$ cat config.mk
export PLATFORM = sky130hd
export DESIGN_NAME = apb_mtimer_flat
export DESIGN_NICKNAME = d
export VERILOG_FILES = /design/src/rtl/apb_mtimer_pkg.sv /design/src/rtl/apb_mtimer_if.sv /design/src/rtl/apb_mtimer_prescaler.sv /design/src/rtl/apb_mtimer.sv /design/src/flat_wrapper.sv
export SDC_FILE = /design/constraint.sdc
export NUM_CORES = 1
export LEC_CHECK = 0
export CELL_PAD_IN_SITES_DETAIL_PLACEMENT = 0
export CELL_PAD_IN_SITES_GLOBAL_PLACEMENT = 1
export CORE_MARGIN = 8
export CORE_UTILIZATION = 38
export DETAILED_ROUTE_END_ITERATION = 8
export PLACE_DENSITY = 0.82
export SLEW_MARGIN = 20
export SYNTH_ARGS = -nofsm -noshare
export SYNTH_HDL_FRONTEND = slang
export SYNTH_SLANG_ARGS = --single-unit
export TNS_END_PERCENT = 1
$ cat constraint.sdc
create_clock -name clk_i -period 3.65 [get_ports clk_i]
set_input_delay 0.5475 -clock clk_i [delete_from_list [all_inputs] [get_ports clk_i]]
set_output_delay 0.5475 -clock clk_i [all_outputs]
set_load 0.05 [all_outputs]
$ cat src/rtl/apb_mtimer_pkg.sv
// Shared definitions for the APB machine timer: register offsets, CTRL field layout,
// register-select enum and the address decoder used by the top level.
package apb_mtimer_pkg;

  localparam logic [11:0] MTIMER_MTIME_LO_OFS    = 12'h000;
  localparam logic [11:0] MTIMER_MTIME_HI_OFS    = 12'h004;
  localparam logic [11:0] MTIMER_MTIMECMP_LO_OFS = 12'h008;
  localparam logic [11:0] MTIMER_MTIMECMP_HI_OFS = 12'h00C;
  localparam logic [11:0] MTIMER_MSIP_OFS        = 12'h010;
  localparam logic [11:0] MTIMER_CTRL_OFS        = 12'h014;

  // CTRL layout: bit0 enable, prescaler divide field starting at bit 8.
  localparam int unsigned MTIMER_CTRL_EN_BIT    = 0;
  localparam int unsigned MTIMER_CTRL_PRESC_LSB = 8;

  typedef enum logic [2:0] {
    RegMtimeLo,
    RegMtimeHi,
    RegCmpLo,
    RegCmpHi,
    RegMsip,
    RegCtrl,
    RegNone
  } mtimer_reg_e;

  // Decodes a word address (byte address >> 2); anything unmapped yields RegNone.
  function automatic mtimer_reg_e mtimer_decode(logic [29:0] word);
    mtimer_reg_e sel;
    sel = RegNone;
    if (word == 30'(MTIMER_MTIME_LO_OFS >> 2))    sel = RegMtimeLo;
    if (word == 30'(MTIMER_MTIME_HI_OFS >> 2))    sel = RegMtimeHi;
    if (word == 30'(MTIMER_MTIMECMP_LO_OFS >> 2)) sel = RegCmpLo;
    if (word == 30'(MTIMER_MTIMECMP_HI_OFS >> 2)) sel = RegCmpHi;
    if (word == 30'(MTIMER_MSIP_OFS >> 2))        sel = RegMsip;
    if (word == 30'(MTIMER_CTRL_OFS >> 2))        sel = RegCtrl;
    return sel;
  endfunction

endpackage

$ cat src/rtl/apb_mtimer_if.sv
// APB3 bus bundle for the machine timer slot.
// master: drives paddr/pwdata/pwrite/psel/penable; slave: drives prdata/pready/pslverr.
interface apb_mtimer_if #(
  parameter int unsigned APB_ADDR_WIDTH = 12
);
  logic [APB_ADDR_WIDTH-1:0] paddr;
  logic [31:0]               pwdata;
  logic                      pwrite;
  logic                      psel;
  logic                      penable;
  logic [31:0]               prdata;
  logic                      pready;
  logic                      pslverr;

  modport master (
    output paddr, pwdata, pwrite, psel, penable,
    input  prdata, pready, pslverr
  );

  modport slave (
    input  paddr, pwdata, pwrite, psel, penable,
    output prdata, pready, pslverr
  );
endinterface

$ cat src/rtl/apb_mtimer_prescaler.sv
// Prescaler for mtime: counts enabled cycles and emits a one-cycle tick every presc_i+1 cycles.
// Ports: clk_i/rst_ni clock and async active-low reset; en_i count enable; presc_i divide
// value; clr_i synchronous counter clear; tick_o advance strobe for mtime.
module apb_mtimer_prescaler #(
  parameter int unsigned PRESC_W = 8
) (
  input  logic               clk_i,
  input  logic               rst_ni,
  input  logic               en_i,
  input  logic [PRESC_W-1:0] presc_i,
  input  logic               clr_i,
  output logic               tick_o
);

  logic [PRESC_W-1:0] cnt_q, cnt_d;

  assign tick_o = en_i && (cnt_q == presc_i);

  always_comb begin
    cnt_d = cnt_q;
    if (clr_i) begin
      cnt_d = '0;
    end else if (en_i) begin
      cnt_d = tick_o ? '0 : cnt_q + 1'b1;
    end
  end

  always_ff @(posedge clk_i or negedge rst_ni) begin
    if (!rst_ni) cnt_q <= '0;
    else         cnt_q <= cnt_d;
  end

endmodule

$ cat src/rtl/apb_mtimer.sv
// RISC-V machine timer / software interrupt unit on an APB slot.
// Ports: clk_i/rst_ni clock and async active-low reset; apb APB slave bundle (zero wait
// states, pslverr on unmapped offsets); irq_mti_o timer interrupt level; irq_msi_o software
// interrupt level; mtime_o current mtime for trace.
module apb_mtimer
  import apb_mtimer_pkg::*;
#(
  parameter int unsigned APB_ADDR_WIDTH = 12,
  parameter int unsigned PRESC_W        = 8,
  parameter logic [63:0] MTIME_RST      = 64'h0
) (
  input  logic               clk_i,
  input  logic               rst_ni,
  apb_mtimer_if.slave        apb,
  output logic               irq_mti_o,
  output logic               irq_msi_o,
  output logic [63:0]        mtime_o
);

  logic [63:0]        mtime_q, mtime_d;
  logic [63:0]        cmp_q, cmp_d;
  logic               msip_q, msip_d;
  logic               en_q, en_d;
  logic [PRESC_W-1:0] presc_q, presc_d;
  logic               irq_mti_q, irq_msi_q;

  logic [APB_ADDR_WIDTH-1:0] paddr;
  logic [31:0]               addr32;
  logic                      unused_addr;
  mtimer_reg_e               sel;
  logic                      access, wr, rd;
  logic                      tick;

  assign paddr       = apb.paddr;
  assign addr32      = 32'(paddr);
  assign unused_addr = ^addr32[1:0];
  assign sel         = mtimer_decode(addr32[31:2]);
  assign access      = apb.psel && apb.penable;
  assign wr          = access && apb.pwrite;
  assign rd          = access && !apb.pwrite;

  apb_mtimer_prescaler #(
    .PRESC_W(PRESC_W)
  ) u_presc (
    .clk_i  (clk_i),
    .rst_ni (rst_ni),
    .en_i   (en_q),
    .presc_i(presc_q),
    .clr_i  (wr && (sel == RegCtrl)),
    .tick_o (tick)
  );

  // Register writes win over the tick: a write to either mtime half suppresses the increment.
  always_comb begin
    mtime_d = mtime_q;
    cmp_d   = cmp_q;
    msip_d  = msip_q;
    en_d    = en_q;
    presc_d = presc_q;
    if (wr && (sel == RegMtimeLo)) begin
      mtime_d = {mtime_q[63:32], apb.pwdata};
    end else if (wr && (sel == RegMtimeHi)) begin
      mtime_d = {apb.pwdata, mtime_q[31:0]};
    end else if (tick) begin
      mtime_d = mtime_q + 64'd1;
    end
    if (wr) begin
      unique case (sel)
        RegCmpLo: cmp_d   = {cmp_q[63:32], apb.pwdata};
        RegCmpHi: cmp_d   = {apb.pwdata, cmp_q[31:0]};
        RegMsip:  msip_d  = apb.pwdata[0];
        RegCtrl: begin
          en_d    = apb.pwdata[MTIMER_CTRL_EN_BIT];
          presc_d = apb.pwdata[MTIMER_CTRL_PRESC_LSB +: PRESC_W];
        end
        default: ;
      endcase
    end
  end

  always_ff @(posedge clk_i or negedge rst_ni) begin
    if (!rst_ni) begin
      mtime_q   <= MTIME_RST;
      cmp_q     <= 64'hFFFF_FFFF_FFFF_FFFF;
      msip_q    <= 1'b0;
      en_q      <= 1'b1;
      presc_q   <= '0;
      irq_mti_q <= 1'b0;
      irq_msi_q <= 1'b0;
    end else begin
      mtime_q   <= mtime_d;
      cmp_q     <= cmp_d;
      msip_q    <= msip_d;
      en_q      <= en_d;
      presc_q   <= presc_d;
      // Compare on post-update values so a cmp write takes effect on the same edge.
      irq_mti_q <= (mtime_d >= cmp_d);
      irq_msi_q <= msip_d;
    end
  end

  always_comb begin
    apb.prdata = '0;
    if (rd) begin
      unique case (sel)
        RegMtimeLo: apb.prdata = mtime_q[31:0];
        RegMtimeHi: apb.prdata = mtime_q[63:32];
        RegCmpLo:   apb.prdata = cmp_q[31:0];
        RegCmpHi:   apb.prdata = cmp_q[63:32];
        RegMsip:    apb.prdata = {31'b0, msip_q};
        RegCtrl: begin
          apb.prdata[MTIMER_CTRL_EN_BIT]                 = en_q;
          apb.prdata[MTIMER_CTRL_PRESC_LSB +: PRESC_W]   = presc_q;
        end
        default:    apb.prdata = '0;
      endcase
    end
  end

  assign apb.pready   = 1'b1;
  assign apb.pslverr  = access && (sel == RegNone);
  assign irq_mti_o    = irq_mti_q;
  assign irq_msi_o    = irq_msi_q;
  assign mtime_o      = mtime_q;

endmodule
$ cat src/flat_wrapper.sv
// flat-port wrapper written by rule: the top's interface ports become plain ports
module apb_mtimer_flat import apb_mtimer_pkg::*;
#(
  parameter int unsigned APB_ADDR_WIDTH = 12,
  parameter int unsigned PRESC_W        = 8,
  parameter logic [63:0] MTIME_RST      = 64'h0
)
  (clk_i, rst_ni, irq_mti_o, irq_msi_o, mtime_o, apb_paddr, apb_pwdata, apb_pwrite, apb_psel, apb_penable, apb_prdata, apb_pready, apb_pslverr);
  apb_mtimer_if #(.APB_ADDR_WIDTH(APB_ADDR_WIDTH)) apb_i ();
  input  logic clk_i;
  input  logic rst_ni;
  output logic irq_mti_o;
  output logic irq_msi_o;
  output logic [63:0] mtime_o;
  input wire logic [$bits(apb_i.paddr)-1:0] apb_paddr;
  input wire logic [$bits(apb_i.pwdata)-1:0] apb_pwdata;
  input wire logic [$bits(apb_i.pwrite)-1:0] apb_pwrite;
  input wire logic [$bits(apb_i.psel)-1:0] apb_psel;
  input wire logic [$bits(apb_i.penable)-1:0] apb_penable;
  output wire logic [$bits(apb_i.prdata)-1:0] apb_prdata;
  output wire logic [$bits(apb_i.pready)-1:0] apb_pready;
  output wire logic [$bits(apb_i.pslverr)-1:0] apb_pslverr;
  assign apb_i.paddr = apb_paddr;
  assign apb_i.pwdata = apb_pwdata;
  assign apb_i.pwrite = apb_pwrite;
  assign apb_i.psel = apb_psel;
  assign apb_i.penable = apb_penable;
  assign apb_prdata = apb_i.prdata;
  assign apb_pready = apb_i.pready;
  assign apb_pslverr = apb_i.pslverr;
  apb_mtimer #(.APB_ADDR_WIDTH(APB_ADDR_WIDTH), .PRESC_W(PRESC_W), .MTIME_RST(MTIME_RST)) u_core (.clk_i(clk_i), .rst_ni(rst_ni), .apb(apb_i), .irq_mti_o(irq_mti_o), .irq_msi_o(irq_msi_o), .mtime_o(mtime_o));
endmodule
==> metrics.log <==
INFO  metric synth-edff-count = 0
INFO  metric hp-class = in -> async
INFO  metric total_global_routing_overflow = 0
INFO  metric crit_chain = xnor2_2, nand2_1, or4_4, or4b_4, buf_8, nor3_4, nor3_1, buf_4, ha_1, a211oi_2, o21ai_1, a21oi_2, nand2_1, nor4_2, a21oi_2
INFO  metric mappedNetlistArea = 10200 µm²
INFO  metric path_clk_slew = 0.07 ns
INFO  metric cts_inserted_buffers = 17
INFO  metric antenna_cells = 0
INFO  metric core_area = 26700 µm²
INFO  metric timing.critical_path.to = u_core.irq_mti_o
INFO  metric finalHoldViolations = 0
INFO  metric via_count_of_the_first_global_routing_pass = 10900
INFO  metric timing.max_cap.violations = 0
INFO  metric accumulated_negative_setup_slack = -0.231 ns
INFO  metric clkSinkCount = 147
INFO  metric rsz0062_at_grt = yes
INFO  metric routed_wl = 42.1 mm
INFO  metric vias = 11000
INFO  metric ys_top_cells_by_area = sky130_fd_sc_hd__dfrtp_1, sky130_fd_sc_hd__dfstp_2, sky130_fd_sc_hd__ha_1
INFO  metric worstSetupEndpointType = flip-flop
INFO  metric postRouteAntennaNets = 0
INFO  metric worst_r2r_startpoint = u_core.presc_q[1]
INFO  metric number_of_placement_rows = 60
INFO  metric timing.fmax = 266 MHz
INFO  metric setup-violations-final = 4
INFO  metric standby_leakage_power = 6.79 nW
INFO  metric synthMostInstantiatedCell = sky130_fd_sc_hd__nand2_1
INFO  metric yosys.cell_types.count = 82
INFO  metric critical_path.reg2reg.endpoint = u_core.irq_mti_o
INFO  metric routabilityCongestion = 0.955
INFO  metric synth.ff_latch_count = 147
INFO  metric cts.root.buffer_cell = sky130_fd_sc_hd__clkbuf_16
INFO  metric cp_data_arrival_time = 4.08 ns
INFO  metric initial_utilization = 38.3%
INFO  metric cp_slowest_stage_delay = 0.63 ns
INFO  metric first_pass_grt_wire_length = 64.1 mm
INFO  metric tritoncts = built
INFO  metric hold_slack = 0.184 ns
INFO  metric synth_top_cell_by_area = sky130_fd_sc_hd__dfrtp_1
INFO  metric timing.reg2reg.worst_path_depth = 15
INFO  metric drc_marker_count_from_the_first_detailed_route_iteration = 1106
INFO  metric startpoint = u_core.presc_q[1]
INFO  metric avgSynthCellArea = 9.01 µm²
INFO  metric post-dp-hpwl = 31.4 mm
INFO  metric failing_checks = negative setup slack
INFO  metric synth_fp_nets = 1248
INFO  metric vdd_drop_max = 0.000269 V
INFO  metric portbufs = 145
INFO  metric total_power = 3.87 mW
INFO  metric worst_path_max_delay_cell = sky130_fd_sc_hd__or4_4
INFO  metric drt-pass1-iter-count = 7
INFO  metric finalNetCount = 1625
INFO  metric outcome = finished, violations left
INFO  metric crit_path_time_final = 3.76 ns
INFO  metric floorplan.io_pins = 149
INFO  metric synth_flop_cell = sky130_fd_sc_hd__dfrtp_1
INFO  metric die_height = 180 µm
INFO  metric grt_max_degree = 87
INFO  metric layoutNonFillerInstCount = 1864
INFO  metric power.sequential.fraction = 42.7%
INFO  metric startpoint_type = flip-flop
INFO  metric drive_gt1_share = 34.1%
INFO  metric post_drt_via_cell_ratio = 5.91
INFO  metric power.net_switching = 1.00 mW
INFO  metric critPathTopFamily = simple AND/OR/NAND/NOR gates
INFO  metric syn_inst = 1133
INFO  metric cts.htree.levels = 4
INFO  metric placed_area = 14200 µm²
INFO  metric wl_per_cell = 22.6 µm
INFO  metric cp.depth = 15
INFO  metric synth-seq-area-share = 36.8%
INFO  metric power.internal = 2.87 mW
INFO  metric required = 3.97 ns
INFO  metric report.final.slew_viol_count = 0
INFO  metric share_clk_of_total_power = 48.8%
INFO  metric global_route.usage.total = 25.0%
INFO  metric dp.cells = 1811
INFO  metric switching_share = 25.9%
INFO  metric critical_path_class = reg -> reg
INFO  metric timing.final.crit_share = 103%
INFO  metric synth_top_cells_by_count = sky130_fd_sc_hd__nand2_1, sky130_fd_sc_hd__dfrtp_1, sky130_fd_sc_hd__inv_1
INFO  metric register_to_register_setup_slack = -0.11 ns
INFO  metric combinationalPowerShare = 8.5%
INFO  metric final_design_area_no_fill = 15400 µm²
INFO  metric asyncSetResetFlopFracSynth = 100%
INFO  metric flow.area_growth_from_synthesis = 50.7%
INFO  metric slew_headroom = 42.1%
INFO  metric yosys_warnings = 0
INFO  metric skew = 0.0119 ns
INFO  metric cellPowerDensity = 252 nW/µm²
INFO  metric tightestPinTransition = 0.869 ns
INFO  metric worst-path-buf-inv = 2
INFO  metric cts_hold_buffers = 0
INFO  metric die_w = 180 µm
INFO  metric crit_path_setup_slack_layout = -0.106 ns
INFO  metric grt_antenna_before_repair = 0
INFO  metric crit_path_max_fanout = 7
INFO  metric insertion_delay = 0.44 ns
INFO  metric yosys.area.top_type_share = 20.1%
INFO  metric cts-root-to-sink-buffers = 2
INFO  metric die-area = 32400 µm²
INFO  metric remaining_drc_errors = 0
## cell usage in the layout, fill, tap and decap left out, types with 7 or more instances in the layout
cell / count
sky130_fd_sc_hd__buf_4: 259
sky130_fd_sc_hd__nand2_1: 137
sky130_fd_sc_hd__clkdlybuf4s50_1: 111
sky130_fd_sc_hd__dfrtp_1: 82
sky130_fd_sc_hd__inv_1: 71
sky130_fd_sc_hd__dfstp_2: 65
sky130_fd_sc_hd__ha_1: 63
sky130_fd_sc_hd__mux2i_1: 59
sky130_fd_sc_hd__nor2_1: 58
sky130_fd_sc_hd__nand3_1: 46
sky130_fd_sc_hd__o21ai_0: 43
sky130_fd_sc_hd__buf_12: 42
sky130_fd_sc_hd__nand4_1: 39
sky130_fd_sc_hd__a21oi_1: 37
sky130_fd_sc_hd__nor3_1: 29
sky130_fd_sc_hd__a222oi_1: 28
sky130_fd_sc_hd__mux2_2: 23
sky130_fd_sc_hd__a21oi_2: 21
sky130_fd_sc_hd__o211ai_1: 20
sky130_fd_sc_hd__clkbuf_16: 17
sky130_fd_sc_hd__xor2_1: 16
sky130_fd_sc_hd__a22oi_1: 11
sky130_fd_sc_hd__and2_1: 10
sky130_fd_sc_hd__a221oi_1: 10
sky130_fd_sc_hd__buf_6: 10
sky130_fd_sc_hd__and3_1: 9
sky130_fd_sc_hd__a21o_1: 9
sky130_fd_sc_hd__and4_1: 8
sky130_fd_sc_hd__xnor2_2: 8
sky130_fd_sc_hd__nor4_2: 8
sky130_fd_sc_hd__a31oi_1: 8
sky130_fd_sc_hd__or3_1: 8
sky130_fd_sc_hd__nor4_1: 7
## metal layers
metal	up-vias	part of all wire, %	global-route usage (%)
li1	4978	-	-
met1	5437	43	33.0
met2	516	47	40.2
met3	76	7.6	4.74
met4	0	2.7	9.27
met5	-	0	0
## what timing repair did
action / in CTS / in global routing
hold endpoints to repair: 0 / 0
pin swaps: 21 / 27
endpoints found under the setup margin: 10 / 24
buffers inserted: 6 / 15
resized for setup: 25 / 68
## worst min path at each step
stage	from	end	slack [ns]	depth (start not counted)
2_1_floorplan	rst_ni	u_core.irq_mti_o	0.25	0
3_3_place_gp	u_core.cmp_q[49]	u_core.cmp_q[49]	0.51	1
3_5_place_dp	u_core.cmp_q[49]	u_core.cmp_q[49]	0.51	1
4_1_cts	rst_ni	u_core.u_presc.cnt_q[1]	0.22	1
5_1_grt	rst_ni	u_core.u_presc.cnt_q[1]	0.25	1
6_report	rst_ni	u_core.u_presc.cnt_q[3]	0.18	1
## state kept, by name, summed over array words and instances, names as in the netlist
name	flops
u_core.msip_q	1
u_core.u_presc.cnt_q	8
u_core.irq_mti_o	1
u_core.presc_q	8
u_core.en_q	1
u_core.cmp_q	64
u_core.mtime_o	64
## cells by family after synthesis
| logic type | count (synthesis) | synth area share [%] |
|---|---|---|
| AND/OR/NAND/NOR | 421 | 21.2 |
| AO/OA/AOI/OAI | 246 | 16.7 |
| flip-flops | 147 | 36.8 |
| buffers and inverters | 136 | 5.62 |
| multiplexers | 86 | 8.84 |
| adder cells (fa/ha/maj) | 66 | 8.09 |
| XOR/XNOR | 30 | 2.57 |
| other | 1 | 0.0367 |
## per-stage QoR
| step | worst slack [ns] | util (%) |
|---|---|---|
| after floorplan | 0.0458 | - |
| after global placement | -0.591 | 53.3 |
| after detailed placement | -0.671 | 53.3 |
| after CTS | -0.125 | 56.1 |
| after global routing | -0.227 | 57.7 |
| final | -0.106 | 57.7 |
## area by class of cell
class                   count  area, µm²
clock buffers              19        433
clock inverters            13        175
fillers                  2299      11300
inverters                  71        267
multi-input cells         850       6290
flip-flops and latches    147       3760
well taps                 341        427
repair buffers            423       4020
## power groups by stage
stage | clock [mW] | combinational, mW | sequential [mW]
2_1_floorplan | 0 | 0.0784 | 1.71
3_3_place_gp | 0 | 0.313 | 1.68
3_5_place_dp | 0 | 0.313 | 1.68
4_1_cts | 1.89 | 0.319 | 1.65
5_1_grt | 1.97 | 0.348 | 1.66
6_report | 1.89 | 0.328 | 1.65
No activity file was read; power rests on OpenSTA's default activity.
